<file path="config.mk">
export PLATFORM = sky130hd
export DESIGN_NAME = uart_tx_arbiter_flat
export DESIGN_NICKNAME = d
export VERILOG_FILES = /design/src/rtl/uart_pkg.sv /design/src/rtl/uart_tx_arbiter_if.sv /design/src/rtl/uart_rr_picker.sv /design/src/rtl/uart_tx_arbiter.sv /design/src/flat_wrapper.sv
export SDC_FILE = /design/constraint.sdc
export NUM_CORES = 1
export LEC_CHECK = 0
export BUFFER_PORTS_ARGS = -buffer_cell sky130_fd_sc_hd__buf_2
export CAP_MARGIN = 20
export CORE_ASPECT_RATIO = 0.7
export CORE_MARGIN = 4
export CORE_UTILIZATION = 45
export CTS_CLUSTER_DIAMETER = 60
export DETAILED_ROUTE_END_ITERATION = 16
export GPL_ROUTABILITY_DRIVEN = 0
export PLACE_DENSITY = 0.81
export SLEW_MARGIN = 20
export SYNTH_ARGS = -nofsm -noshare
export SYNTH_HDL_FRONTEND = slang
export SYNTH_HIERARCHICAL = 1
export SYNTH_SLANG_ARGS = --single-unit
</file>
<file path="constraint.sdc">
create_clock -name clk -period 3.04 [get_ports clk]
set_clock_uncertainty 0.15 [all_clocks]
set_input_delay 0.152 -clock clk [delete_from_list [all_inputs] [get_ports clk]]
set_output_delay 0.152 -clock clk [all_outputs]
set_load 0.02 [all_outputs]
</file>
<file path="src/rtl/uart_pkg.sv">
// rtl/uart_pkg.sv - shared widths and FSM encoding for the UART transmit arbiter
package uart_pkg;

  localparam int WORD_W = 32;
  localparam int STRB_W = 2;
  localparam int ID_W   = 3;

  typedef enum logic [2:0] {
    ST_IDLE   = 3'd0,
    ST_LAUNCH = 3'd1,
    ST_RUN    = 3'd2,
    ST_DONE   = 3'd3,
    ST_ERR    = 3'd4
  } state_e;

endpackage

</file>
<file path="src/rtl/uart_tx_arbiter_if.sv">
// rtl/uart_tx_arbiter_if.sv - requester and serializer signals shared by the arbiter
interface uart_tx_arbiter_if
  import uart_pkg::*;
#(
  parameter int NREQ = 4
);

  logic [NREQ-1:0]        req;
  logic [WORD_W*NREQ-1:0] req_data;
  logic [STRB_W*NREQ-1:0] req_strb;
  logic [NREQ-1:0]        ack;
  logic [NREQ-1:0]        err;
  logic [ID_W-1:0]        grant_id;
  logic                   active;
  logic                   u_enable;
  logic [WORD_W-1:0]      u_data_write;
  logic [STRB_W-1:0]      u_s_strobe;
  logic                   u_busy;

  modport master (
    input  req, req_data, req_strb, u_busy,
    output ack, err, grant_id, active, u_enable, u_data_write, u_s_strobe
  );

  modport slave (
    output req, req_data, req_strb, u_busy,
    input  ack, err, grant_id, active, u_enable, u_data_write, u_s_strobe
  );

endinterface

</file>
<file path="src/rtl/uart_rr_picker.sv">
// rtl/uart_rr_picker.sv - combinational round-robin winner select starting after last_i
module uart_rr_picker
  import uart_pkg::*;
#(
  parameter int NREQ = 4
) (
  input  logic [NREQ-1:0] req_i,
  input  logic [ID_W-1:0] last_i,
  output logic            any_req_o,
  output logic [ID_W-1:0] win_idx_o
);

  // Farthest candidate is scanned first so the nearest one after last_i is written last.
  always_comb begin
    any_req_o = 1'b0;
    win_idx_o = '0;
    for (int k = NREQ; k >= 1; k--) begin
      for (int i = 0; i < NREQ; i++) begin
        if (req_i[i] && (i == (int'(last_i) + k) % NREQ)) begin
          any_req_o = 1'b1;
          win_idx_o = ID_W'(i);
        end
      end
    end
  end

endmodule

</file>
<file path="src/rtl/uart_tx_arbiter.sv">
// rtl/uart_tx_arbiter.sv - round-robin sharing of one UART word serializer among NREQ requesters
module uart_tx_arbiter
  import uart_pkg::*;
#(
  parameter int NREQ    = 4,
  parameter int TO_W    = 8,
  parameter int TIMEOUT = 255
) (
  input logic               clk,
  input logic               rst,
  uart_tx_arbiter_if.master arb_if
);

  state_e            state_q, state_d;
  logic [TO_W-1:0]   cnt_q, cnt_d;
  logic [ID_W-1:0]   last_q, last_d;
  logic [ID_W-1:0]   grant_q, grant_d;
  logic [WORD_W-1:0] data_q, data_d;
  logic [STRB_W-1:0] strb_q, strb_d;
  logic              enable_q, enable_d;
  logic              active_q, active_d;
  logic [NREQ-1:0]   ack_q, ack_d;
  logic [NREQ-1:0]   err_q, err_d;
  logic              any_req;
  logic [ID_W-1:0]   win_idx;

  uart_rr_picker #(.NREQ(NREQ)) u_picker (
    .req_i     (arb_if.req),
    .last_i    (last_q),
    .any_req_o (any_req),
    .win_idx_o (win_idx)
  );

  always_comb begin
    state_d  = state_q;
    cnt_d    = cnt_q;
    last_d   = last_q;
    grant_d  = grant_q;
    data_d   = data_q;
    strb_d   = strb_q;
    enable_d = enable_q;
    active_d = active_q;
    ack_d    = '0;
    err_d    = '0;
    unique case (state_q)
      ST_IDLE: begin
        // A still-running serializer (e.g. across our own reset) must finish first.
        if (any_req && !arb_if.u_busy) begin
          for (int i = 0; i < NREQ; i++) begin
            if (win_idx == ID_W'(i)) begin
              data_d = arb_if.req_data[WORD_W*i +: WORD_W];
              strb_d = arb_if.req_strb[STRB_W*i +: STRB_W];
            end
          end
          grant_d  = win_idx;
          active_d = 1'b1;
          enable_d = 1'b1;
          cnt_d    = '0;
          state_d  = ST_LAUNCH;
        end
      end
      ST_LAUNCH: begin
        if (arb_if.u_busy) begin
          enable_d = 1'b0;
          state_d  = ST_RUN;
        end else if (cnt_q == TO_W'(TIMEOUT)) begin
          enable_d = 1'b0;
          for (int i = 0; i < NREQ; i++) err_d[i] = (grant_q == ID_W'(i));
          state_d  = ST_ERR;
        end else begin
          cnt_d = cnt_q + TO_W'(1);
        end
      end
      ST_RUN: begin
        if (!arb_if.u_busy) begin
          for (int i = 0; i < NREQ; i++) ack_d[i] = (grant_q == ID_W'(i));
          state_d = ST_DONE;
        end
      end
      ST_DONE, ST_ERR: begin
        active_d = 1'b0;
        last_d   = grant_q;
        state_d  = ST_IDLE;
      end
      default: state_d = ST_IDLE;
    endcase
  end

  always_ff @(posedge clk or posedge rst) begin
    if (rst) begin
      state_q  <= ST_IDLE;
      cnt_q    <= '0;
      last_q   <= ID_W'(NREQ - 1);
      grant_q  <= '0;
      data_q   <= '0;
      strb_q   <= '0;
      enable_q <= 1'b0;
      active_q <= 1'b0;
      ack_q    <= '0;
      err_q    <= '0;
    end else begin
      state_q  <= state_d;
      cnt_q    <= cnt_d;
      last_q   <= last_d;
      grant_q  <= grant_d;
      data_q   <= data_d;
      strb_q   <= strb_d;
      enable_q <= enable_d;
      active_q <= active_d;
      ack_q    <= ack_d;
      err_q    <= err_d;
    end
  end

  assign arb_if.ack          = ack_q;
  assign arb_if.err          = err_q;
  assign arb_if.grant_id     = grant_q;
  assign arb_if.active       = active_q;
  assign arb_if.u_enable     = enable_q;
  assign arb_if.u_data_write = data_q;
  assign arb_if.u_s_strobe   = strb_q;

endmodule

</file>
<file path="src/flat_wrapper.sv">
// flat-port wrapper written by rule: the top's interface ports become plain ports
module uart_tx_arbiter_flat import uart_pkg::*;
#(
  parameter int NREQ    = 4,
  parameter int TO_W    = 8,
  parameter int TIMEOUT = 255
)
  (clk, rst, arb_if_req, arb_if_req_data, arb_if_req_strb, arb_if_u_busy, arb_if_ack, arb_if_err, arb_if_grant_id, arb_if_active, arb_if_u_enable, arb_if_u_data_write, arb_if_u_s_strobe);
  uart_tx_arbiter_if #(.NREQ(NREQ)) arb_if_i ();
  input logic clk;
  input logic rst;
  input wire logic [$bits(arb_if_i.req)-1:0] arb_if_req;
  input wire logic [$bits(arb_if_i.req_data)-1:0] arb_if_req_data;
  input wire logic [$bits(arb_if_i.req_strb)-1:0] arb_if_req_strb;
  input wire logic [$bits(arb_if_i.u_busy)-1:0] arb_if_u_busy;
  output wire logic [$bits(arb_if_i.ack)-1:0] arb_if_ack;
  output wire logic [$bits(arb_if_i.err)-1:0] arb_if_err;
  output wire logic [$bits(arb_if_i.grant_id)-1:0] arb_if_grant_id;
  output wire logic [$bits(arb_if_i.active)-1:0] arb_if_active;
  output wire logic [$bits(arb_if_i.u_enable)-1:0] arb_if_u_enable;
  output wire logic [$bits(arb_if_i.u_data_write)-1:0] arb_if_u_data_write;
  output wire logic [$bits(arb_if_i.u_s_strobe)-1:0] arb_if_u_s_strobe;
  assign arb_if_i.req = arb_if_req;
  assign arb_if_i.req_data = arb_if_req_data;
  assign arb_if_i.req_strb = arb_if_req_strb;
  assign arb_if_i.u_busy = arb_if_u_busy;
  assign arb_if_ack = arb_if_i.ack;
  assign arb_if_err = arb_if_i.err;
  assign arb_if_grant_id = arb_if_i.grant_id;
  assign arb_if_active = arb_if_i.active;
  assign arb_if_u_enable = arb_if_i.u_enable;
  assign arb_if_u_data_write = arb_if_i.u_data_write;
  assign arb_if_u_s_strobe = arb_if_i.u_s_strobe;
  uart_tx_arbiter #(.NREQ(NREQ), .TO_W(TO_W), .TIMEOUT(TIMEOUT)) u_core (.clk(clk), .rst(rst), .arb_if(arb_if_i));
endmodule
</file>
Word-level counts from Yosys, hierarchy flattened
Index checks and enable logic that the tools add are counted.

Memories: 0. Output and inout bits: 47. Bits of input ports: 143. Memory bits (read-only): 0. Flip-flop bits (word level): 60. Memory bits (writable): 0. Latch bits: 0. Word-level logic and storage cells: 144.

Reductions and logical operators: 39. Add/subtract/negate cells: 5. Shift-type cells: 0. Muxes and demuxes: 58. Div/mod/pow operators: 0. Multipliers: 0. Bitwise logic cells: 4. $lt $le $gt $ge: 0. Equal/unequal tests: 28.

Operator list (count): $logic_not 32->1 (4); $mux 32 (4); $mux 3 (18); $eq 3x3->1 const A (8); $mux 8 (3); $mux 1 (20); $mux 4 (5); $eq 3x2->1 const B (6); $logic_and 1x1->1 (17); $pmux 8 s2 (1); $eq 2x3->1 const A (4); $reduce_or 2->1 (5); $eq 3x1->1 const B (3); $logic_not 3->1 (3); $pmux 3 s3 (1); $reduce_and 3->1 (3); $add 8x1->8 const B (1); $eq 8x8->1 const B (1); $mux 2 (4); $ne 2x2->1 const B (3); $add 2x1->2 const B (2); $add 2x2->2 const B (2); $and 1x1->1 const A (4); $pmux 1 s2 (2); other kinds (8) (10).

Logic depth before layout (Yosys ltp)
Gate-level depths: netlist (run 1).

Word-level depth: 25. Depth in mapped cells: 10. Mapped depth without buffers: 7.

Modules after synthesis
The synthesis (run 1) kept the hierarchy.

By module, submodules not included: uart_tx_arbiter (sequential area each 1529.0 sq um, area each 3389.5 sq um, cells each 311, instances 1); uart_rr_picker (sequential area each 0.0 sq um, area each 92.6 sq um, cells each 16, instances 1).

Worst setup path before layout (run 1)
OpenSTA, ideal clock, no wires.

Kind: register to register. Start: register u_core.last_q[1]. End: register u_core.data_q[0] (netlist: u_core/arb_if.u_data_write[0]). Data arrival time: 1989 ps. Setup time: 125 ps. Stages on the path, launching flop included: 11. Slack: 776 ps. Period minus slack after synthesis: 2264 ps. Path through: dfstp_2 a21oi_1 a31oi_1 a21oi_1 buf_2 nor2b_1 clkbuf_1 buf_2 a221oi_1 a21oi_1 mux2_2.

Elaborated cells between the ends (all ways): 85. Classes of those cells: 4 x add/sub; 15 x eq/ne; 34 x mux; 4 x bitwise; 28 x reduce/logical.

RTL lines: from (decl) (line uart_tx_arbiter.sv:16) `logic [ID_W-1:0] last_q, last_d;`; from (signal assigned) (line uart_tx_arbiter.sv:93) `last_q <= ID_W'(NREQ - 1);`; from (signal assigned) (line uart_tx_arbiter.sv:104) `last_q <= last_d;`; $add 2x1->2 (line uart_rr_picker.sv:19) `if (req_i[i] && (i == (int'(last_i) + k) % NREQ)) begin`; $reduce_or 2->1 (no source line); $and 1x1->1 (no source line); $eq 3x3->1 (line uart_rr_picker.sv:19); $logic_and 1x1->1 (line uart_rr_picker.sv:19); $mux 3 (13 in a row) (line uart_rr_picker.sv:19); $mux 3 * (line uart_rr_picker.sv:19); named net u_core.win_idx[1] (line uart_tx_arbiter.sv:25) `logic [ID_W-1:0] win_idx;`; $eq 3x1->1 (line uart_tx_arbiter.sv:50) `if (win_idx == ID_W'(i)) begin`; $mux 32 (3 in a row) (line uart_tx_arbiter.sv:50); to (signal assigned) (line uart_tx_arbiter.sv:106) `data_q <= data_d;`; to (decl) (line uart_tx_arbiter.sv:18) `logic [WORD_W-1:0] data_q, data_d;`.

Mark *: on every way through the listed nets, which the timed path passes. The rest lies on a longest branch. A chain may end at the register's enable or synchronous reset.

Final worst setup path (run 1)
Start: register u_core.last_q[1]. End: register u_core.data_q[19] (netlist: u_core/arb_if.u_data_write[19]).

The elaborated chain is that of the path after synthesis.

==> results of run 1 <==
critical path: stages, from the launching register on:
cell and delay [ns]:
dfstp_2 0.59, a31oi_1 0.14, a21oi_4 0.15, buf_6 0.42, clkinv_1 0.16, buf_4 0.24
a221oi_1 0.45, a21oi_1 0.08, mux2_2 0.28
where the power goes:
| part | total, mW | switching (mW) | internal, mW |
|---|---|---|---|
| sequential | 1.32 | 0.209 | 1.11 |
| combinational | 1.94 | 1.12 | 0.817 |
| clock | 0.808 | 0.307 | 0.500 |
area by class of cell:
| type | instances | area (um2) | share of cell area, % |
|---|---|---|---|
| Multi-Input combinational cell | 232 | 1800 | 38.2 |
| Timing Repair Buffer | 199 | 1040 | 22.1 |
| Sequential cell | 60 | 1500 | 31.8 |
| Tap cell | 98 | 123 | 2.60 |
| Clock inverter | 4 | 72.6 | 1.54 |
| Inverter | 7 | 26.3 | 0.556 |
| Clock buffer | 11 | 151 | 3.21 |
flip-flops by register name, summed over array words and instances, names as in the netlist, 2 cells and up:
signal and count:
u_core/arb_if.u_data_write 32, u_core/cnt_q 8, u_core/arb_if.ack 4, u_core/arb_if.err 4, u_core/arb_if.grant_id 3, u_core/state_q 3
u_core/arb_if.u_s_strobe 2, u_core/last_q 2
what timing repair did:
item,CTS,global route
hold buffers,2,0
gates resized for setup,0,1
setup endpoints to repair,0,1
hold endpoints to repair,25,0
metal layers:
layer  global-route usage, %  vias up
li1                        -     1619
met1                    26.2     1618
met2                    38.5      151
met3                    7.15       12
met4                    5.52        0
met5                       0        -
worst paths after layout:
path	from	endpoint	slack, ns	cells past startpoint
max in group asynchronous	rst	u_core/last_q[0]$_DFFE_PP1N_	1.59	4
setup reg to reg	u_core/last_q[1]$_DFFE_PP1N_	u_core/arb_if.u_data_write[19]$_DFFE_PP0P_	0.25	8
hold / removal	arb_if_req_data[71]	u_core/arb_if.u_data_write[7]$_DFFE_PP0P_	0.08	4
min in group asynchronous	rst	u_core/arb_if.u_data_write[28]$_DFFE_PP0P_	0.25	3
setup / recovery	u_core/last_q[1]$_DFFE_PP1N_	u_core/arb_if.u_data_write[19]$_DFFE_PP0P_	0.25	8
hold reg to reg	u_core/arb_if.active$_DFFE_PP0P_	u_core/arb_if.active$_DFFE_PP0P_	0.34	2
==> results.cfg, run 1 <==
[floorplan]
die_area_mm2 = 0.00914
io_pins = 190
core_mm2 = 0.00738
fp-row-count = 26
fp.dieH_um = 81.2
fp.dieW_um = 113
start_util_pct = 46.7

[timing]
relSlewSlack_pct = 51.4
rsz0062_at_grt = false
finalHoldViolations = 0
slew_violations = 0
finalWorstSetupSlack_ns = 0.250
tightest_slew_ns = 0.724
setup_violations = 0
layout_min_cycle_time_ns = 2.79
final.setup.tns_ns = 0
hold-worst-slack_ns = 0.0835
max_freq_mhz = 358
finalCritPeriodShare_pct = 91.8

[final_layout]
final_common_cell = buf_2
instances_no_fill = 611
fillers = 628
final_util_pct = 64.0
finalInstanceArea_mm2 = 0.00472
area_growth_pct = 37.1
diodes = 0
final_cell_mix = buf_2 (189), dfrtp_1 (58), a21oi_1 (42), mux2_2 (37), mux2i_1 (35)
drive_gt1_share_pct = 50.7
nets = 653

[setup_path]
end_kind = flop
start_kind = flop
arrival_ns = 2.86
crit_type = reg2reg
required_ns = 3.11
crit_fanout = 35

[detailed_routing]
met2WireLength_mm = 5.14
drt-pass1-iter-count = 4
highest_layer = met4
drtIter0Drc = 180
ant_nets = 0
routed_wl_mm = 10.3
wl_per_cell_um = 16.8
vias = 3400
wl_met1_mm = 4.03
wl_met3_um = 963
drc = 0
viasPerCell = 5.56

[min_path]
min_path_type = in2reg

[place]
pre_cts_slack_ns = 0.109
placed_cells = 594
place_area_mm2 = 0.00447
io_buffer_count = 189
place_hpwl_mm = 7.62

[clock_network]
post-cts-setup-buffer-count = 0
clock_tree.root_cell = clkbuf_8
cts.sinks = 60
cts_made_buffers = 9
htree_levels = 3
tritoncts = built
cts_max_path_buffers = 2
clk_latency_ns = 0.33
clk_pin_slew_ns = 0.07

[power_and_ir_drop]
power_mw = 4.06
power.density_mw_per_mm2 = 860
p_leak_nw = 2.32
vdd_drop_max_mv = 0.483

[logic_synthesis]
syn_area_mm2 = 0.00345
syn_avg_cell_area_um2 = 10.6
syn_nets = 469
synth_cells = 325
ys_warn_count = 6

[global_route]
grt_overflow_total = 0
grt.total_usage_pct = 21.9
grt_first_pass_wirelength_mm = 16.1
grt_max_degree = 38
grt_pass1_vias = 3380
antenna_found_initial = 0

[run_status]
status = complete, no violations

[run]
drv_cap = 0
Note: power is estimated with default switching activity, not from simulation.
==> run 2: changes to the inputs <==
PLACE_DENSITY = 0.92   (was 0.81)
==> run 2 against run 1 <==
Effect of this change:
- clock-buffer cell count decreased by 2
- global-route usage increased by 0.41 points
- highest routed layer unchanged
- worst hold slack improved by 0.0045 ns
- fmax is 8.2% higher
- total power fell by 1.8%
- largest power group unchanged
- non-clock buffer count did not move
- core utilization down 0.29 points
- routed wire length is 2.3% higher
- die area unchanged
- final cell count rose by 0.16%
- via count grew 2.3%
- sequential power about the same
==> results.cfg, run 2 (same netlist as run 1, synthesis figures left out) <==
[run_status]
status = complete, no violations

[global_route]
grt.total_usage_pct = 22.3
grt_pass1_vias = 3427
antenna_found_initial = 0
gr-usage-met1_pct = 26.6
grt_overflow_total = 0
grt_most_used_layer = met2
use_met2_pct = 40.0
grt_max_degree = 43
grt.met3_usage_pct = 6.33
grt_first_pass_wirelength_mm = 16.4

[place]
pre_cts_slack_ns = 0.515
placed_cells = 594
place_area_mm2 = 0.00448
place_hpwl_mm = 7.99
io_buffer_count = 189

[power_and_ir_drop]
vdd_drop_max_mv = 0.400
p_leak_nw = 2.30
power.density_mw_per_mm2 = 848

[floorplan]
fp-row-count = 26
io_pins = 190
fp.dieH_um = 81.2
core_mm2 = 0.00738
die_area_mm2 = 0.00914
start_util_pct = 46.7
fp.dieW_um = 113

[min_path]
hold_depth = 4
whs_endpoint = u_core/arb_if.u_data_write[1]$_DFFE_PP0P_
worstHoldStart = arb_if_req_data[65]
min_path_type = in2reg

[detailed_routing]
viasPerCell = 5.68
drc = 0
routed_wl_mm = 10.5
drt-pass1-iter-count = 4
drtIter0Drc = 179
vias = 3477
wl_per_cell_um = 17.2
ant_nets = 0

[setup_path]
start_kind = flop
end_kind = flop
r2r-start = u_core/last_q[1]$_DFFE_PP1N_
crit_fanout = 17
r2r_end = u_core/arb_if.u_data_write[0]$_DFFE_PP0P_
arrival_ns = 2.65
reg2reg_setup_slack_ns = 0.46
required_ns = 3.11
crit_type = reg2reg
rr_worst_depth = 8

[timing]
setup_violations = 0
finalCritPeriodShare_pct = 84.8
finalWorstSetupSlack_ns = 0.461
slew_violations = 0
relSlewSlack_pct = 37.7
layout_min_cycle_time_ns = 2.58
max_freq_mhz = 388
finalHoldViolations = 0
final.setup.tns_ns = 0
rsz0062_at_grt = false
tightest_slew_ns = 0.935

[final_layout]
area_growth_pct = 36.5
final_util_pct = 63.7
nets = 653
final_common_cell = buf_2
drive_gt1_share_pct = 50.8
largest_reg_flops = 32
diodes = 0
finalInstanceArea_mm2 = 0.00470
fillers = 588
final_cell_mix = buf_2 (189), dfrtp_1 (58), a21oi_1 (42), mux2_2 (37), mux2i_1 (35)
instances_no_fill = 612

[run]
drv_cap = 0

[clock_network]
clock_tree.root_cell = clkbuf_8
cts_max_path_buffers = 2
cts.sinks = 60
cts_resized = 0
post-cts-setup-buffer-count = 0
tritoncts = built
clk_pin_slew_ns = 0.07
htree_levels = 3
cts_made_buffers = 9
clk_latency_ns = 0.33
-- run 2: report_power, final --
group / total [mW] / switching, mW / internal [mW] / leakage [nW]
logic: 1.95 / 1.12 / 0.825 / 1.46
clock network: 0.712 / 0.330 / 0.382 / 0.0923
registers: 1.33 / 0.220 / 1.11 / 0.740
-- run 2: worst max path at each step --
stage / startpoint / endpoint / slack (ns) / cells past startpoint
2_1_floorplan: u_core/last_q[1]$_DFFE_PP1N_ / u_core/arb_if.u_data_write[0]$_DFFE_PP0P_ / 0.78 / 10
5_1_grt: u_core/last_q[1]$_DFFE_PP1N_ / u_core/arb_if.u_data_write[11]$_DFFE_PP0P_ / 0.35 / 7
3_3_place_gp: u_core/last_q[1]$_DFFE_PP1N_ / u_core/arb_if.u_data_write[3]$_DFFE_PP0P_ / 0.59 / 6
3_5_place_dp: u_core/last_q[1]$_DFFE_PP1N_ / u_core/arb_if.u_data_write[0]$_DFFE_PP0P_ / 0.52 / 8
6_report: u_core/last_q[1]$_DFFE_PP1N_ / u_core/arb_if.u_data_write[0]$_DFFE_PP0P_ / 0.46 / 8
4_1_cts: u_core/last_q[1]$_DFFE_PP1N_ / u_core/arb_if.u_data_write[3]$_DFFE_PP0P_ / 0.49 / 6
-- run 2: metrics by stage --
step           power [mW]  hold slack, ns
3_3_place_gp         3.18           0.238
5_1_grt              4.25          0.0953
3_5_place_dp         3.27           0.253
4_1_cts              4.01          0.0697
2_1_floorplan        2.62          0.0728
6_report             3.99          0.0880
-- run 2: area by class of cell --
class	instances	area (um2)	area share, %
repair buffers	199	1050	22.4
flip-flops and latches	60	1500	32.0
clock inverters	7	75.1	1.60
clock buffers	9	124	2.63
well taps	98	123	2.61
multi-input cells	232	1800	38.3
inverters	7	26.3	0.559
-- run 2: repair_timing --
action	in CTS	in global routing
endpoints found under the setup margin	0	0
hold buffers	2	0
hold endpoints to repair	41	0
-- run 2: critical path: stages, from the launching register on --
cell and delay [ns]:
dfstp_2 0.59, a31oi_1 0.16, a21oi_4 0.15, buf_4 0.31, clkinv_1 0.13, buf_4 0.22
a221oi_1 0.37, a21oi_1 0.09, mux2_2 0.31
-- run 2: metal layers --
metal / up-vias / wire [um]
met5: - / 0
met4: 0 / 95
met3: 12 / 1130
met2: 204 / 5260
met1: 1640 / 4010
li1: 1621 / -
